[config.mk]
export PLATFORM = sky130hd
export DESIGN_NAME = pe_axil_reg_slave_flat
export DESIGN_NICKNAME = d
export VERILOG_FILES = /design/src/rtl/pe_axil_reg_slave_if.sv /design/src/rtl/pe_axil_reg_slave.sv /design/src/flat_wrapper.sv
export SDC_FILE = /design/constraint.sdc
export NUM_CORES = 1
export LEC_CHECK = 0
export CAP_MARGIN = 0
export CORE_AREA = 4 4 261 263
export DETAILED_ROUTE_END_ITERATION = 6
export DIE_AREA = 0 0 265 267
export GPL_TIMING_DRIVEN = 0
export PLACE_DENSITY = 0.7
export SYNTH_ARGS = -nofsm -noshare
export SYNTH_HDL_FRONTEND = slang
export SYNTH_SLANG_ARGS = --single-unit
[constraint.sdc]
create_clock -name clk -period 38.5 [get_ports clk]
set_clock_uncertainty 0.05 [all_clocks]
set_input_delay 3.85 -clock clk [delete_from_list [all_inputs] [get_ports clk]]
set_output_delay 3.85 -clock clk [all_outputs]
set_load 0.02 [all_outputs]
[src/rtl/pe_axil_reg_slave_if.sv]
// AXI4-Lite bus bundle between the PE master path and the register-bank responder.
interface pe_axil_reg_slave_if;
  logic [31:0] s_awaddr;
  logic        s_awvalid;
  logic        s_awready;
  logic [31:0] s_wdata;
  logic [3:0]  s_wstrb;
  logic        s_wvalid;
  logic        s_wready;
  logic [1:0]  s_bresp;
  logic        s_bvalid;
  logic        s_bready;
  logic [31:0] s_araddr;
  logic        s_arvalid;
  logic        s_arready;
  logic [31:0] s_rdata;
  logic [1:0]  s_rresp;
  logic        s_rvalid;
  logic        s_rready;

  modport master (
    output s_awaddr, s_awvalid, s_wdata, s_wstrb, s_wvalid, s_bready,
    output s_araddr, s_arvalid, s_rready,
    input  s_awready, s_wready, s_bresp, s_bvalid, s_arready, s_rdata, s_rresp, s_rvalid
  );

  modport slave (
    input  s_awaddr, s_awvalid, s_wdata, s_wstrb, s_wvalid, s_bready,
    input  s_araddr, s_arvalid, s_rready,
    output s_awready, s_wready, s_bresp, s_bvalid, s_arready, s_rdata, s_rresp, s_rvalid
  );
endinterface

[src/rtl/pe_axil_reg_slave.sv]
// AXI4-Lite responder over a bank of 32-bit registers; index 0 is a read-only ID.
// Exposes register contents and one-cycle per-register write pulses to PE logic.
module pe_axil_reg_slave #(
  parameter int unsigned N_REGS    = 16,
  parameter logic [31:0] BASE_ADDR = 32'h0000_0000,
  parameter logic [31:0] ID_VALUE  = 32'h5045_0001
) (
  input  logic                  clk,
  input  logic                  rst,
  pe_axil_reg_slave_if.slave    s_axil,
  output logic [N_REGS*32-1:0]  regs_flat,
  output logic [N_REGS-1:0]     wr_pulse
);

  localparam int unsigned IdxW       = $clog2(N_REGS);
  localparam logic [31:0] BankBytes  = 32'(N_REGS * 4);
  localparam logic [1:0]  RespOkay   = 2'b00;
  localparam logic [1:0]  RespSlvErr = 2'b10;

  logic [31:0]      r_regs [1:N_REGS-1];
  logic             r_aw_held;
  logic [31:0]      r_awaddr;
  logic             r_w_held;
  logic [31:0]      r_wdata;
  logic [3:0]       r_wstrb;
  logic             r_bvalid;
  logic [1:0]       r_bresp;
  logic [N_REGS-1:0] r_wr_pulse;
  logic             r_rvalid;
  logic [31:0]      r_rdata;
  logic [1:0]       r_rresp;

  logic [31:0]      w_aw_off;
  logic             w_aw_in_range;
  logic [IdxW-1:0]  w_aw_idx;
  logic             w_wr_ok;
  logic             w_commit;
  logic             w_aw_hs;
  logic             w_w_hs;
  logic [31:0]      w_ar_off;
  logic             w_ar_in_range;
  logic [IdxW-1:0]  w_ar_idx;
  logic [31:0]      w_ar_data;
  logic             w_ar_hs;

  // Decode always works on the offset so addresses below BASE_ADDR wrap out of range.
  assign w_aw_off      = r_awaddr - BASE_ADDR;
  assign w_aw_in_range = (w_aw_off < BankBytes);
  assign w_aw_idx      = w_aw_off[IdxW+1:2];
  assign w_wr_ok       = w_aw_in_range && (w_aw_idx != '0);

  assign w_ar_off      = s_axil.s_araddr - BASE_ADDR;
  assign w_ar_in_range = (w_ar_off < BankBytes);
  assign w_ar_idx      = w_ar_off[IdxW+1:2];

  assign w_aw_hs  = s_axil.s_awvalid && !r_aw_held;
  assign w_w_hs   = s_axil.s_wvalid && !r_w_held;
  assign w_commit = r_aw_held && r_w_held && !r_bvalid;
  assign w_ar_hs  = s_axil.s_arvalid && !r_rvalid;

  assign s_axil.s_awready = !r_aw_held;
  assign s_axil.s_wready  = !r_w_held;
  assign s_axil.s_bvalid  = r_bvalid;
  assign s_axil.s_bresp   = r_bresp;
  assign s_axil.s_arready = !r_rvalid;
  assign s_axil.s_rvalid  = r_rvalid;
  assign s_axil.s_rdata   = r_rdata;
  assign s_axil.s_rresp   = r_rresp;
  assign wr_pulse         = r_wr_pulse;

  always_ff @(posedge clk or posedge rst) begin
    if (rst) begin
      r_aw_held  <= 1'b0;
      r_awaddr   <= '0;
      r_w_held   <= 1'b0;
      r_wdata    <= '0;
      r_wstrb    <= '0;
      r_bvalid   <= 1'b0;
      r_bresp    <= RespOkay;
      r_wr_pulse <= '0;
      for (int k = 1; k < N_REGS; k++) begin
        r_regs[k] <= '0;
      end
    end else begin
      r_wr_pulse <= '0;
      if (w_aw_hs) begin
        r_aw_held <= 1'b1;
        r_awaddr  <= s_axil.s_awaddr;
      end
      if (w_w_hs) begin
        r_w_held <= 1'b1;
        r_wdata  <= s_axil.s_wdata;
        r_wstrb  <= s_axil.s_wstrb;
      end
      if (r_bvalid && s_axil.s_bready) begin
        r_bvalid <= 1'b0;
      end
      // Holds cannot be refilled on the commit edge since both readies are low then.
      if (w_commit) begin
        r_aw_held <= 1'b0;
        r_w_held  <= 1'b0;
        r_bvalid  <= 1'b1;
        r_bresp   <= w_wr_ok ? RespOkay : RespSlvErr;
        for (int k = 1; k < N_REGS; k++) begin
          if (w_wr_ok && (w_aw_idx == IdxW'(k))) begin
            r_wr_pulse[k] <= 1'b1;
            for (int b = 0; b < 4; b++) begin
              if (r_wstrb[b]) begin
                r_regs[k][8*b +: 8] <= r_wdata[8*b +: 8];
              end
            end
          end
        end
      end
    end
  end

  always_comb begin
    w_ar_data = ID_VALUE;
    for (int k = 1; k < N_REGS; k++) begin
      if (w_ar_idx == IdxW'(k)) begin
        w_ar_data = r_regs[k];
      end
    end
  end

  // Same-edge read and commit: the read samples the register before the write lands.
  always_ff @(posedge clk or posedge rst) begin
    if (rst) begin
      r_rvalid <= 1'b0;
      r_rdata  <= '0;
      r_rresp  <= RespOkay;
    end else begin
      if (r_rvalid && s_axil.s_rready) begin
        r_rvalid <= 1'b0;
      end
      if (w_ar_hs) begin
        r_rvalid <= 1'b1;
        r_rdata  <= w_ar_in_range ? w_ar_data : '0;
        r_rresp  <= w_ar_in_range ? RespOkay : RespSlvErr;
      end
    end
  end

  always_comb begin
    regs_flat       = '0;
    regs_flat[31:0] = ID_VALUE;
    for (int k = 1; k < N_REGS; k++) begin
      regs_flat[32*k +: 32] = r_regs[k];
    end
  end

endmodule

[src/flat_wrapper.sv]
// flat-port wrapper written by rule: the top's interface ports become plain ports
module pe_axil_reg_slave_flat 
#(
  parameter int unsigned N_REGS    = 16,
  parameter logic [31:0] BASE_ADDR = 32'h0000_0000,
  parameter logic [31:0] ID_VALUE  = 32'h5045_0001
)
  (clk, rst, regs_flat, wr_pulse, s_axil_s_awaddr, s_axil_s_awvalid, s_axil_s_wdata, s_axil_s_wstrb, s_axil_s_wvalid, s_axil_s_bready, s_axil_s_araddr, s_axil_s_arvalid, s_axil_s_rready, s_axil_s_awready, s_axil_s_wready, s_axil_s_bresp, s_axil_s_bvalid, s_axil_s_arready, s_axil_s_rdata, s_axil_s_rresp, s_axil_s_rvalid);
  pe_axil_reg_slave_if s_axil_i ();
  input  logic clk;
  input  logic rst;
  output logic [N_REGS*32-1:0] regs_flat;
  output logic [N_REGS-1:0] wr_pulse;
  input wire logic [$bits(s_axil_i.s_awaddr)-1:0] s_axil_s_awaddr;
  input wire logic [$bits(s_axil_i.s_awvalid)-1:0] s_axil_s_awvalid;
  input wire logic [$bits(s_axil_i.s_wdata)-1:0] s_axil_s_wdata;
  input wire logic [$bits(s_axil_i.s_wstrb)-1:0] s_axil_s_wstrb;
  input wire logic [$bits(s_axil_i.s_wvalid)-1:0] s_axil_s_wvalid;
  input wire logic [$bits(s_axil_i.s_bready)-1:0] s_axil_s_bready;
  input wire logic [$bits(s_axil_i.s_araddr)-1:0] s_axil_s_araddr;
  input wire logic [$bits(s_axil_i.s_arvalid)-1:0] s_axil_s_arvalid;
  input wire logic [$bits(s_axil_i.s_rready)-1:0] s_axil_s_rready;
  output wire logic [$bits(s_axil_i.s_awready)-1:0] s_axil_s_awready;
  output wire logic [$bits(s_axil_i.s_wready)-1:0] s_axil_s_wready;
  output wire logic [$bits(s_axil_i.s_bresp)-1:0] s_axil_s_bresp;
  output wire logic [$bits(s_axil_i.s_bvalid)-1:0] s_axil_s_bvalid;
  output wire logic [$bits(s_axil_i.s_arready)-1:0] s_axil_s_arready;
  output wire logic [$bits(s_axil_i.s_rdata)-1:0] s_axil_s_rdata;
  output wire logic [$bits(s_axil_i.s_rresp)-1:0] s_axil_s_rresp;
  output wire logic [$bits(s_axil_i.s_rvalid)-1:0] s_axil_s_rvalid;
  assign s_axil_i.s_awaddr = s_axil_s_awaddr;
  assign s_axil_i.s_awvalid = s_axil_s_awvalid;
  assign s_axil_i.s_wdata = s_axil_s_wdata;
  assign s_axil_i.s_wstrb = s_axil_s_wstrb;
  assign s_axil_i.s_wvalid = s_axil_s_wvalid;
  assign s_axil_i.s_bready = s_axil_s_bready;
  assign s_axil_i.s_araddr = s_axil_s_araddr;
  assign s_axil_i.s_arvalid = s_axil_s_arvalid;
  assign s_axil_i.s_rready = s_axil_s_rready;
  assign s_axil_s_awready = s_axil_i.s_awready;
  assign s_axil_s_wready = s_axil_i.s_wready;
  assign s_axil_s_bresp = s_axil_i.s_bresp;
  assign s_axil_s_bvalid = s_axil_i.s_bvalid;
  assign s_axil_s_arready = s_axil_i.s_arready;
  assign s_axil_s_rdata = s_axil_i.s_rdata;
  assign s_axil_s_rresp = s_axil_i.s_rresp;
  assign s_axil_s_rvalid = s_axil_i.s_rvalid;
  pe_axil_reg_slave #(.N_REGS(N_REGS), .BASE_ADDR(BASE_ADDR), .ID_VALUE(ID_VALUE)) u_core (.clk(clk), .rst(rst), .s_axil(s_axil_i), .regs_flat(regs_flat), .wr_pulse(wr_pulse));
endmodule
# Word-level counts from Yosys, hierarchy flattened

Cells that the tools add are included.

Bits in registers: 603
Output and inout port bits: 569
Input port bits: 107

Eq/ne operators: 30
Multiplexer cells: 42
Reduce and logical (&&, ||, !) cells: 92
$lt $le $gt $ge: 2

Operators by type and width:

| operator              | number |
|---|---|
| $mux W32              | 16 |
| $reduce_and A3 Y1     | 60 |
| $eq A4 B4 Y1 const B  | 16 |
| $lt A32 B7 Y1 const B | 2 |
| $eq A4 B3 Y1 const B  | 8 |
| $logic_and A1 B1 Y1   | 23 |
| $mux W1               | 23 |
| $eq A4 B2 Y1 const B  | 4 |
| $mux W15              | 1 |
| $eq A4 B1 Y1 const B  | 2 |
| $reduce_bool A2 Y1    | 4 |
| $logic_not A1 Y1      | 4 |
| $mux W2               | 2 |
| $reduce_bool A4 Y1    | 1 |

# Longest topological paths before layout

Gate-level depths: netlist (run 1).

Depth in word-level cells: 17
Depth in mapped cells: 9

# Worst setup path before layout (run 1)

OpenSTA, ideal clock, no wires.

Kind: input to register
Start point: input s_axil_s_araddr[2]
End point: register u_core.r_rdata[11], in the netlist u_core.s_axil.s_rdata[11]
Data arrival time: 5,437 ps
Path slack: 32,883 ps
Library setup time: 130 ps
Stages on the path: 8
Path through: buf_2 -> buf_2 -> clkbuf_1 -> buf_1 -> buf_1 -> a21oi_1 -> o31ai_1 -> a21oi_1

Cells in the longest elaborated chain, start to end: 17

RTL lines:

| item                    | line                     | text |
|---|---|---|
| start, declared         | flat_wrapper.sv:20       | `input wire logic [$bits(s_axil_i.s_araddr)-1:0] s_axil_s_araddr;` |
| $eq A4 B1 Y1            | pe_axil_reg_slave.sv:121 | `if (w_ar_idx == IdxW'(k)) begin` |
| $mux W32 (15 in series) | pe_axil_reg_slave.sv:121 |  |
| $mux W32 *              | pe_axil_reg_slave.sv:139 | `r_rdata <= w_ar_in_range ? w_ar_data : '0;` |
| end signal, assigned    | pe_axil_reg_slave.sv:139 |  |
| end, declared           | pe_axil_reg_slave.sv:30  | `logic [31:0] r_rdata;` |

Mark *: on every way between the ends. The rest lies on a longest branch, timed or not.
A chain may end at the register's enable or synchronous reset.

# Final worst setup path (run 1)

Start point: input s_axil_s_araddr[2]
End point: register u_core.r_rdata[22], in the netlist u_core.s_axil.s_rdata[22]

The elaborated chain is that of the path after synthesis.

==> impl_results.md, run 1 <==
* Run status: finished with violations
* Violated checks: DRC, capacitance limit, slew limit
* Placed instance area at roughly 36000 um2
* Synth area leaders: sky130_fd_sc_hd__dfrtp_1 (54%), sky130_fd_sc_hd__mux2_2 (23%), sky130_fd_sc_hd__o21ai_0 (1.7%)
* Minimum period implied by the final worst setup slack at 8.65 ns
* Final HPWL DP at 104000 um
* Overall overflow remaining after global route at 0
* Setup crit end kind: flip-flop
* Slew Viols, Final at about 130
* Effective utilization at floorplan at 0.424
* Family with the most delay on the worst path: buffers and inverters
* Number of remaining DRC errors at 2
* Post-CTS Hold Fix Bufs at 0
* Per-cell routed wire length at 38.8 um
* Share of the synthesized area in the top cell type at 0.538
* Number of DRC violations after detailed-routing iteration 0 at 3434
* Setup repair after global routing missed its margin: false
* Non-filler cells, final at 3843
* Highest cell delay on the worst timing path at 1.06 ns
* Final Routed Wirelength at 149000 um
* Most instantiated flip-flop cell in the synthesis netlist: sky130_fd_sc_hd__dfrtp_1
* Hold depth at 2
* DR vias at 24784
* Final setup fails at 0
* Path category of the worst min-delay check: reg -> reg
* Reg clk slew, reported paths at 0.06 ns
* Number of buffers created by CTS at 67
* Quantity of gates resized following cts at 0
* Cell variety after synth at about 70
* Sinks on the clock net at 599
* Wire length of the first global-routing pass at 200000 um
* Number of cell instances on the worst register-to-register path at 6
* Largest area contributor in the netlist: sky130_fd_sc_hd__dfrtp_1
* Die Outline Area at 70800 um2
* Core ar. at 65600 um2
* Worst-path cell chain: clkdlybuf4s50_1 > buf_2 > buf_2 > clkbuf_1 > buf_1 > buf_1 > o21ai_0 > o221ai_1 > a221oi_1
* Ports at roughly 680
* Post-synth design cell area at 27800 um2
* CTS Root Cell: sky130_fd_sc_hd__clkbuf_16
* Setup CP Type: in -> reg
* Net Sw Frac at 0.314
* Headroom to the max-slew limit at -0.105
* Cells after Synth at 2180
* Number of logic stages on the critical path including buffering at 9
* Die span in y at 267 um
* Slew at the pin closest to its max-slew limit at 1.66 ns
* Post-Route Setup TNS at 0 ns
* Sequential cell area fraction in the yosys report at 0.538
* Die outline width at 265 um
* Critical-path cell with the highest stage delay: sky130_fd_sc_hd__buf_1
* Max-cap violation count at 13
* Final hold violations at 0
* Share of post-route cells with drive strength above 1 at 0.278
* Worst Path Required at roughly 39 ns
* Cell with the most instances after synthesis: sky130_fd_sc_hd__dfrtp_1
* Number of synthesized flops with an enable pin at 0
* Total of flip-flops plus latches after synthesis at between 500 and 600
* Routability-driven placement congestion ratio at 0.922
* Largest fanout on the critical path at 10
* Number of setup buffers added after CTS at 0
* Initial antenna violation count at 13
* Cell Pwr Density at 44.5 nW/um2
* Maximum clock frequency at 0.116 GHz
* DRT antenna net count at 0
* Portion of total power attributed to sequential cells at 0.426
* Total leakage power at 0.0172 uW
* Fraction of power consumed by the clock network at 0.400
* Share of the clock period used by the worst path after layout at 0.225
* Startpoint Class: input port
* Cell total after placement at 3721
* Largest net degree at the start of global routing at about 130
* TritonCTS clock tree: done
* Clock H-tree levels at 3
* Final net count at between 3000 and 4000
* Commonest cells in the synthesized netlist: sky130_fd_sc_hd__dfrtp_1 (599), sky130_fd_sc_hd__mux2_2 (563), sky130_fd_sc_hd__clkbuf_1 (103)
* Worst-Skew Late Latency at 0.62 ns
* Combined buffer and inverter count along the critical path at 6
* Total track usage at 0.404
* Worst-case clock buffer depth at 3
* P_sw at 529 uW
* Arr. time, crit path at between 9 and 10 ns
* Asr flop ratio synth at 1.00
* Number of global-route vias before repair at between 20000 and 25000
* First-pass DRT Iterations at 7
* Cell area after layout at 37900 um2
* Flop-to-flop setup slack at 34.41 ns
* P&R area growth vs syn at 36.3%
* Yosys warns at 0
* Port Buffers at roughly 640
* Site row count at between 90 and 100
* Worst vdd rail ir drop at 38.5 uV
* Mean instance size in the synthesized netlist at roughly 13 um2
* Detailed-route vias per instance at 6.45
* Share of power burned in combinational logic at 0.174
* Cell internal pwr at 1160 uW
## layer usage
layer	vias to the layer above	GRT usage	wire [um]
met1	12620	0.479	51600
met5	-	0	121
met2	2046	0.622	66500
li1	9520	-	-
met3	584	0.169	20100
met4	14	0.233	10700
## layout make-up
cell class | instances | area [um2]
fill | 5406 | 27700
sequential | 599 | 15000
clock buffer | 99 | 2070
antenna | 5 | 12.5
inverter | 18 | 75.1
multi-input combinational | 1384 | 11900
clock inverter | 18 | 221
tap | 864 | 1080
timing repair buffer | 644 | 6580
buffer | 212 | 1040
## power groups by stage
stage	combinational, uW	clock [uW]	sequential, uW
3_3_place_gp	270	0	722
2_1_floorplan	167	0	708
3_5_place_dp	281	0	726
4_1_cts	282	674	715
5_1_grt	303	700	721
6_report	293	675	718
## final timing paths
path	end	from
max in group asynchronous	u_core.regs_flat[441]	rst
setup reg to reg	u_core.regs_flat[504]	u_core.r_awaddr[30]
min in group asynchronous	u_core.r_awaddr[25]	rst
hold / removal	u_core.s_axil.s_rdata[4]	u_core.s_axil.s_rdata[4]
hold reg to reg	u_core.s_axil.s_rdata[4]	u_core.s_axil.s_rdata[4]
setup / recovery	u_core.s_axil.s_rdata[22]	s_axil_s_araddr[2]
## metrics by stage
step / setup slack, ns / util / hold slack, ns / total power (uW)
after floorplan: 17.83 / - / 0.431 / 874
after global placement: 11.51 / 0.539 / 0.419 / 992
after detailed placement: 29.53 / 0.543 / 0.423 / 1010
after CTS: 30.15 / 0.578 / 0.437 / 1670
after global routing: 30.02 / 0.578 / 0.455 / 1720
final: 29.85 / 0.578 / 0.444 / 1690
## sequential cells by signal (all words and copies together), names as in the netlist
signal,cells
u_core.s_axil.s_rdata,32
u_core.regs_flat,480
u_core.s_axil.s_bresp,1
u_core.r_wdata,32
u_core.s_axil.s_rresp,1
u_core.r_w_held,1
u_core.r_awaddr,30
u_core.r_wstrb,4
u_core.s_axil.s_rvalid,1
u_core.r_aw_held,1
u_core.s_axil.s_bvalid,1
u_core.wr_pulse,15
## layout by cell type (no fill, tap or decap), types with 19 or more instances in the layout
| master | instances |
|---|---|
| sky130_fd_sc_hd__buf_1 | 30 |
| sky130_fd_sc_hd__and3_1 | 21 |
| sky130_fd_sc_hd__buf_2 | 34 |
| sky130_fd_sc_hd__o21ai_0 | 95 |
| sky130_fd_sc_hd__conb_1 | 35 |
| sky130_fd_sc_hd__clkbuf_8 | 19 |
| sky130_fd_sc_hd__mux2i_1 | 25 |
| sky130_fd_sc_hd__nor3_4 | 20 |
| sky130_fd_sc_hd__a221oi_1 | 23 |
| sky130_fd_sc_hd__clkdlybuf4s50_1 | 635 |
| sky130_fd_sc_hd__a21oi_1 | 54 |
| sky130_fd_sc_hd__a22oi_1 | 38 |
| sky130_fd_sc_hd__mux2_2 | 563 |
| sky130_fd_sc_hd__clkbuf_1 | 109 |
| sky130_fd_sc_hd__dfrtp_1 | 599 |
| sky130_fd_sc_hd__nand3_1 | 28 |
| sky130_fd_sc_hd__nor2_1 | 70 |
| sky130_fd_sc_hd__clkbuf_16 | 71 |
| sky130_fd_sc_hd__o22ai_1 | 40 |
| sky130_fd_sc_hd__nor2b_1 | 28 |
| sky130_fd_sc_hd__nand2_1 | 77 |
| sky130_fd_sc_hd__nand2b_1 | 20 |
| sky130_fd_sc_hd__buf_4 | 38 |
| sky130_fd_sc_hd__mux2_4 | 21 |
## cell families after synthesis
| kind of cell | count (synthesis) | share of synthesized area |
|---|---|---|
| AND/OR/NAND/NOR | 340 | 0.0709 |
| flip-flops | 599 | 0.538 |
| AO/OA/AOI/OAI | 392 | 0.0964 |
| other | 2 | 0.000270 |
| buffers and inverters | 230 | 0.0396 |
| multiplexers | 617 | 0.254 |
## worst register-to-register path, stage by stage (launching register included)
cell and delay, ns:
sky130_fd_sc_hd__dfrtp_1 0.38, sky130_fd_sc_hd__nor4_1 0.50, sky130_fd_sc_hd__nand4_1 0.25, sky130_fd_sc_hd__nor3_1 0.78, sky130_fd_sc_hd__clkbuf_1 0.60, sky130_fd_sc_hd__nand3_1 0.85, sky130_fd_sc_hd__mux2_2 0.56
(Power assumes the default switching activity.)
==> inputs of run 2 (changes only) <==
- CORE_AREA: 4 4 261 263 -> 4 4 262 264
- DIE_AREA: 0 0 265 267 -> 0 0 266 268
- PLACE_DENSITY: 0.7 -> 0.72
- clock period: 38.5 -> 7.2 ns (I/O delays scaled with it)
==> run 2 against run 1 <==
Effect of this change:
- the run ends with capacitance limit, slew limit left
- worst setup slack lost 28 ns
- first-iteration DRC count fell by 9.5%
- routed wire length decreased by 0.76%
- utilization shrank 0.63 points
- via count grew 0.34%
- die area grew 0.75%
- combinational power rose to 5.4 times the previous value
- total power rose to 5.3 times the previous value
- critical endpoint unchanged
- highest routed layer unchanged
==> impl_results.md, run 2 (synthesis results as in run 1) <==
* Final Routed Wirelength at 148000 um (was 149000 um)
* Core ar. at 66600 um2 (was 65600 um2)
* Per-cell routed wire length at 38.3 um (was 38.8 um)
* First-pass DRT Iterations at 7 (unchanged)
* Worst Path Required at 7.57 ns (was 38.87 ns)
* Arr. time, crit path at 5.83 ns (was 9.02 ns)
* Total leakage power at 0.0172 uW (about the same)
* Die span in y at 268 um (was 267 um)
* Setup crit end kind: flip-flop (unchanged)
* Maximum clock frequency at 0.183 GHz
* Highest-count cells in the layout ignoring fill and taps: sky130_fd_sc_hd__clkdlybuf4s50_1 (635), sky130_fd_sc_hd__dfrtp_1 (599), sky130_fd_sc_hd__mux2_2 (563) (unchanged)
* Minimum period implied by the final worst setup slack at ~5.5 ns
* Violated checks: capacitance limit, slew limit (was DRC, capacitance limit, slew limit)
* Die outline width at 266 um (was 265 um)
* Non-filler cells, final at 3864 (was 3843)
* Initial antenna violation count at 13 (unchanged)
* Number of buffers created by CTS at 67 (unchanged)
* Post-Route Setup TNS at 0 ns (unchanged)
* Effective utilization at floorplan at 0.418 (was 0.424)
* P&R area growth vs syn at 36.7% (was 36.3%)
* Headroom to the max-slew limit at -0.106 (was -0.105)
* Total power at 8960 uW (was 1690 uW)
* Most common cell after layout, fill and taps aside: sky130_fd_sc_hd__clkdlybuf4s50_1 (unchanged)
* Die Outline Area at 71300 um2 (was 70800 um2)
* Number of remaining DRC errors at 0 (was 2)
* Largest net degree at the start of global routing at 45 (was 129)
* DRT antenna net count at 0 (unchanged)
* Reg clk slew, reported paths at 0.07 ns (was 0.06 ns)
* Final net count at 3044 (was 3033)
* Max-cap violation count at 10 (was 13)
* Worst-Skew Late Latency at 0.62 ns (about the same)
* Max FFs per register at 480 (unchanged)
* Cell total after placement at 3739 (was 3721)
* Setup repair after global routing missed its margin: false (unchanged)
* TritonCTS clock tree: done (unchanged)
* Number of setup buffers added after CTS at 0 (unchanged)
* Number of global-route vias before repair at 24850 (was 24752)
* Wire length of the first global-routing pass at 199000 um (was 200000 um)
* Worst-case clock buffer depth at 3 (unchanged)
* Port Buffers at 635 (unchanged)
* Startpoint Class: input port (unchanged)
* Quantity of gates resized following cts at 0 (unchanged)
* Final hold violations at 0 (unchanged)
* Share of post-route cells with drive strength above 1 at 0.280 (was 0.278)
* Sinks on the clock net at 599 (unchanged)
* Largest fanout on the critical path at 10 (unchanged)
* DR vias at 24869 (was 24784)
* Site row count at 95 (was 94)
* Run status: finished with violations (unchanged)
* Total track usage at 0.401 (was 0.404)
* Overall overflow remaining after global route at 0 (unchanged)
* Final setup fails at 0 (unchanged)
* CTS Root Cell: sky130_fd_sc_hd__clkbuf_16 (unchanged)
* Ports at 676 (unchanged)
* Final HPWL DP at 105000 um (was 104000 um)
* Clock H-tree levels at 3 (unchanged)
* Slew at the pin closest to its max-slew limit at 1.66 ns (about the same)
* Number of inserted filler cells in the final layout at 5457 (was 5406)
* Path category of the worst min-delay check: reg -> reg (unchanged)
* Cell Pwr Density at 235 nW/um2 (was 44.5 nW/um2)
* Worst vdd rail ir drop at 196 uV (was 38.5 uV)
* Core utilization of the finished layout at 0.572 (was 0.578)
* Slew Viols, Final at 104 (was 126)
* Detailed-route vias per instance at 6.44 (was 6.45)
* Routability-driven placement congestion ratio at 0.939 (was 0.922)
* Number of DRC violations after detailed-routing iteration 0 at 3109 (was 3434)
* Setup CP Type: in -> reg (unchanged)
* Post-CTS Hold Fix Bufs at 0 (unchanged)
* Share of the clock period used by the worst path after layout at 0.759
run 2: where the power goes:
part	switching, uW	internal [uW]	leakage, uW	total (uW)
combinational	1100	470	0.00791	1570
clock	1450	2100	0.00109	3560
sequential	278	3570	0.00821	3840
run 2: final cells by class:
type	count	area, um2	area share
antenna	8	20.0	0.000526
inverter	18	71.3	0.00187
sequential	599	15000	0.394
timing repair buffer	655	6750	0.177
tap	873	1090	0.0287
buffer	212	1040	0.0274
clock inverter	21	313	0.00822
multi-input combinational	1384	11900	0.312
clock buffer	94	1910	0.0502
run 2: metal layers:
| metal | global-route usage | vias to the layer above | part of all wire |
|---|---|---|---|
| li1 | - | 9511 | - |
| met1 | 0.460 | 12583 | 0.34 |
| met2 | 0.612 | 2127 | 0.44 |
| met3 | 0.181 | 632 | 0.14 |
| met4 | 0.255 | 16 | 0.081 |
| met5 | 0 | - | 0.00073 |
run 2: critical path, cell delays in order:
cell and delay (ns):
sky130_fd_sc_hd__clkdlybuf4s50_1 0.49, sky130_fd_sc_hd__buf_2 0.29, sky130_fd_sc_hd__buf_2 0.58, sky130_fd_sc_hd__clkbuf_1 0.97
sky130_fd_sc_hd__buf_1 1.11, sky130_fd_sc_hd__buf_1 1.08, sky130_fd_sc_hd__o21ai_0 0.28, sky130_fd_sc_hd__o221ai_1 0.16
sky130_fd_sc_hd__a221oi_1 0.13
run 2: per-stage QoR:
stage	worst slack [ns]	instance area, um2	hold slack (ns)
after floorplan	-1.74	28000	0.431
after global placement	-5.15	35400	0.417
after detailed placement	1.50	35800	0.428
after CTS	2.09	38000	0.441
after global routing	1.90	38100	0.457
final	1.73	38100	0.453
run 2: final timing paths:
check                                     startpoint                   endpoint  slack (ns)  cells after the start
setup / recovery                  s_axil_s_araddr[2]  u_core.s_axil.s_rdata[22]        1.73                      9
hold / removal             u_core.s_axil.s_rdata[16]  u_core.s_axil.s_rdata[16]        0.45                      2
setup reg to reg              u_core.s_axil.s_rvalid  u_core.s_axil.s_rdata[15]        3.10                      6
hold reg to reg            u_core.s_axil.s_rdata[16]  u_core.s_axil.s_rdata[16]        0.45                      2
max in group asynchronous                        rst      u_core.regs_flat[298]        4.51                      8
min in group asynchronous                        rst       u_core.regs_flat[62]        0.52                      2
==> inputs of run 3 (changes only) <==
- clock period: 7.2 -> 5 ns (I/O delays scaled with it)
==> run 3 against run 2 <==
Effect of this change:
- the flow finishes with violations (DRC, capacitance limit, slew limit, setup timing)
- utilization hardly changed
- sequential cell count stayed put
- clock-buffer cell count did not move
- non-clock buffer count fell by 1
- worst setup slack got worse by 1.9 ns
- critical path depth is 1 lower
- largest power group unchanged
==> impl_results.md, run 3 (synthesis results as in run 1) <==
* Run status: finished with violations (unchanged)
* Violated checks: DRC, capacitance limit, slew limit, setup timing (was capacitance limit, slew limit)
* Critical R2R Launch: u_core.s_axil.s_rvalid (unchanged)
* Final net count at 3043 (was 3044)
* DRT antenna net count at 0 (unchanged)
* Most common cell after layout, fill and taps aside: sky130_fd_sc_hd__clkdlybuf4s50_1 (unchanged)
* Minimum period implied by the final worst setup slack at 5.16 ns
* Slew at the pin closest to its max-slew limit at 1.70 ns (was 1.66 ns)
* Placed instance area at 35800 um2 (unchanged)
* Worst setup path startpoint: s_axil_s_araddr[5] (was s_axil_s_araddr[2])
* P&R area growth vs syn at 36.7% (about the same)
* Number of inserted filler cells in the final layout at 5459 (was 5457)
* Cell internal pwr at 8840 uW (was 6140 uW)
* Share of the clock period used by the worst path after layout at 1.03
* Final hold violations at 0 (unchanged)
* Setup crit end kind: flip-flop (unchanged)
* Setup repair after global routing missed its margin: false (unchanged)
* Number of global-route vias before repair at 24842 (was 24850)
* CTS Root Cell: sky130_fd_sc_hd__clkbuf_16 (unchanged)
* TritonCTS clock tree: done (unchanged)
* Maximum clock frequency at 0.194 GHz
* Clock H-tree levels at 3 (unchanged)
* Overall overflow remaining after global route at 0 (unchanged)
* Worst Path Required at 5.45 ns (was 7.57 ns)
* Number of cell instances on the worst register-to-register path at 6 (unchanged)
* Share of power burned in combinational logic at 0.174 (was 0.175)
* Highest cell delay on the worst timing path at 1.27 ns (was 1.11 ns)
* Routability-driven placement congestion ratio at 0.939 (unchanged)
* Worst vdd rail ir drop at 282 uV (was 196 uV)
* Startpoint Class: input port (unchanged)
* Reg clk slew, reported paths at 0.06 ns (was 0.07 ns)
* Die Outline Area at 71300 um2 (unchanged)
* Setup CP Type: in -> reg (unchanged)
* Ports at 676 (unchanged)
* Max FFs per register at 480 (unchanged)
* Crit path setup slack, layout at -0.159 ns (was 1.73 ns)
* Path category of the worst min-delay check: in -> async (was reg -> reg)
* Worst-Skew Late Latency at 0.62 ns (about the same)
* Largest fanout on the critical path at 10 (unchanged)
* Detailed-route vias per instance at 6.44 (about the same)
* Post-Route Setup TNS at -0.418 ns (was 0 ns)
* Worst-case clock buffer depth at 3 (unchanged)
* Effective utilization at floorplan at 0.418 (unchanged)
* Total power at 12900 uW (was 8960 uW)
* Cell Pwr Density at 339 nW/um2 (was 235 nW/um2)
* Sinks on the clock net at 599 (unchanged)
* Library cell appearing most often on the critical path: sky130_fd_sc_hd__clkbuf_1
* Die span in y at 268 um (unchanged)
* Die outline width at 266 um (unchanged)
* Wire length of the first global-routing pass at 199000 um (about the same)
* DR vias at 24862 (was 24869)
* Worst-path cell chain: clkdlybuf4s50_1 > clkbuf_1 > clkbuf_1 > clkinv_1 > clkbuf_1 > a21oi_1 > a2111oi_0 > o21a_1 (was clkdlybuf4s50_1 > buf_2 > buf_2 > clkbuf_1 > buf_1 > buf_1 > o21ai_0 > o221ai_1 > a221oi_1)
* Net Sw Frac at 0.315 (about the same)
* Capture point of the worst path: u_core.s_axil.s_rdata[21] (was u_core.s_axil.s_rdata[22])
* Placement Setup Slack at -0.476 ns (was 1.50 ns)
* Site row count at 95 (unchanged)
* Cell area after layout at 38100 um2 (about the same)
* Final setup fails at 4 (was 0)
* Arr. time, crit path at 5.61 ns (was 5.83 ns)
* Capture point of the worst reg-to-reg path: u_core.s_axil.s_rdata[15] (unchanged)
* Highest-count cells in the layout ignoring fill and taps: sky130_fd_sc_hd__clkdlybuf4s50_1 (635), sky130_fd_sc_hd__dfrtp_1 (599), sky130_fd_sc_hd__mux2_2 (563) (unchanged)
* First-pass DRT Iterations at 7 (unchanged)
* Largest net degree at the start of global routing at 45 (unchanged)
* Number of remaining DRC errors at 34 (was 0)
* Max-cap violation count at 13 (was 10)
* Port Buffers at 635 (unchanged)
* Core ar. at 66600 um2 (unchanged)
* P_sw at 4070 uW (was 2820 uW)
* Total leakage power at 0.0172 uW (about the same)
* Slew Viols, Final at 105 (was 104)
* Share of post-route cells with drive strength above 1 at 0.280 (about the same)
* Final HPWL DP at 105000 um (unchanged)
* Headroom to the max-slew limit at -0.137 (was -0.106)
* Flop-to-flop setup slack at 0.86 ns (was 3.10 ns)
* Hold_ws at 0.301 ns (was 0.453 ns)
* Final Routed Wirelength at 148000 um (about the same)
* Total track usage at 0.401 (about the same)
* Initial antenna violation count at 13 (unchanged)
* Number of buffers created by CTS at 67 (unchanged)
* Critical-path cell with the highest stage delay: sky130_fd_sc_hd__a21oi_1 (was sky130_fd_sc_hd__buf_1)
* Number of DRC violations after detailed-routing iteration 0 at 2990 (was 3109)
* Per-cell routed wire length at 38.3 um (about the same)
* Portion of total power attributed to sequential cells at 0.429 (about the same)
* Number of setup buffers added after CTS at 0 (unchanged)
* Fraction of power consumed by the clock network at 0.397 (about the same)
run 3: cell types whose count changed in the layout (fill, tap and decap cells not counted):
cell / change
sky130_fd_sc_hd__buf_1: -2
sky130_fd_sc_hd__clkdlybuf4s15_1: +2
sky130_fd_sc_hd__clkbuf_1: -1
sky130_fd_sc_hd__diode_2: -2
run 3: critical path: cells and delay by family:
| kind | cells | cell delay [ns] |
|---|---|---|
| buffers and inverters | 5 | 3.32 |
| AOI/OAI and AO/OA | 3 | 1.76 |
run 3: power by group through the flow:
stage	Combinational (uW)	Sequential (uW)	Clock (uW)
6_report	2250	5530	5120
5_1_grt	2350	5560	5330
4_1_cts	2180	5510	5120
3_5_place_dp	2180	5590	0
3_3_place_gp	2080	5570	0
2_1_floorplan	1280	5450	0
run 3: layout make-up:
class	count	area (um2)	area share
Clock inverter	21	313	0.00822
Timing Repair Buffer	655	6750	0.177
Multi-Input combinational cell	1384	11900	0.312
Tap cell	873	1090	0.0287
Clock buffer	94	1910	0.0501
Sequential cell	599	15000	0.394
Buffer	211	1050	0.0277
Inverter	18	71.3	0.00187
Antenna cell	6	15.0	0.000394
run 3: what timing repair did:
item / CTS / global route
gates resized for setup: 0 / 2
hold buffers: 0 / 0
endpoints found under the hold margin: 0 / 0
setup endpoints to repair: 0 / 1
run 3: metal layers:
metal | GRT usage | routed length (um) | vias up
met5 | 0 | 96 | -
met4 | 0.256 | 12200 | 16
met3 | 0.181 | 20700 | 661
met2 | 0.612 | 64800 | 2099
met1 | 0.460 | 50000 | 12564
li1 | - | - | 9522
run 3: worst min path at each step:
stage	slack (ns)	from	end	depth (start not counted)
2_1_floorplan	0.43	u_core.r_awaddr[10]	u_core.r_awaddr[10]	1
3_3_place_gp	0.42	u_core.s_axil.s_rdata[4]	u_core.s_axil.s_rdata[4]	2
3_5_place_dp	0.43	u_core.s_axil.s_rdata[16]	u_core.s_axil.s_rdata[16]	2
4_1_cts	0.30	rst	u_core.regs_flat[62]	2
5_1_grt	0.34	rst	u_core.regs_flat[62]	2
6_report	0.30	rst	u_core.regs_flat[62]	2
run 3: metrics by stage:
step                cells  utilization
floorplan            2213            -
global placement     3721        0.532
detailed placement   3739        0.538
CTS                  3854        0.571
global route         3857        0.572
finish               3861        0.572
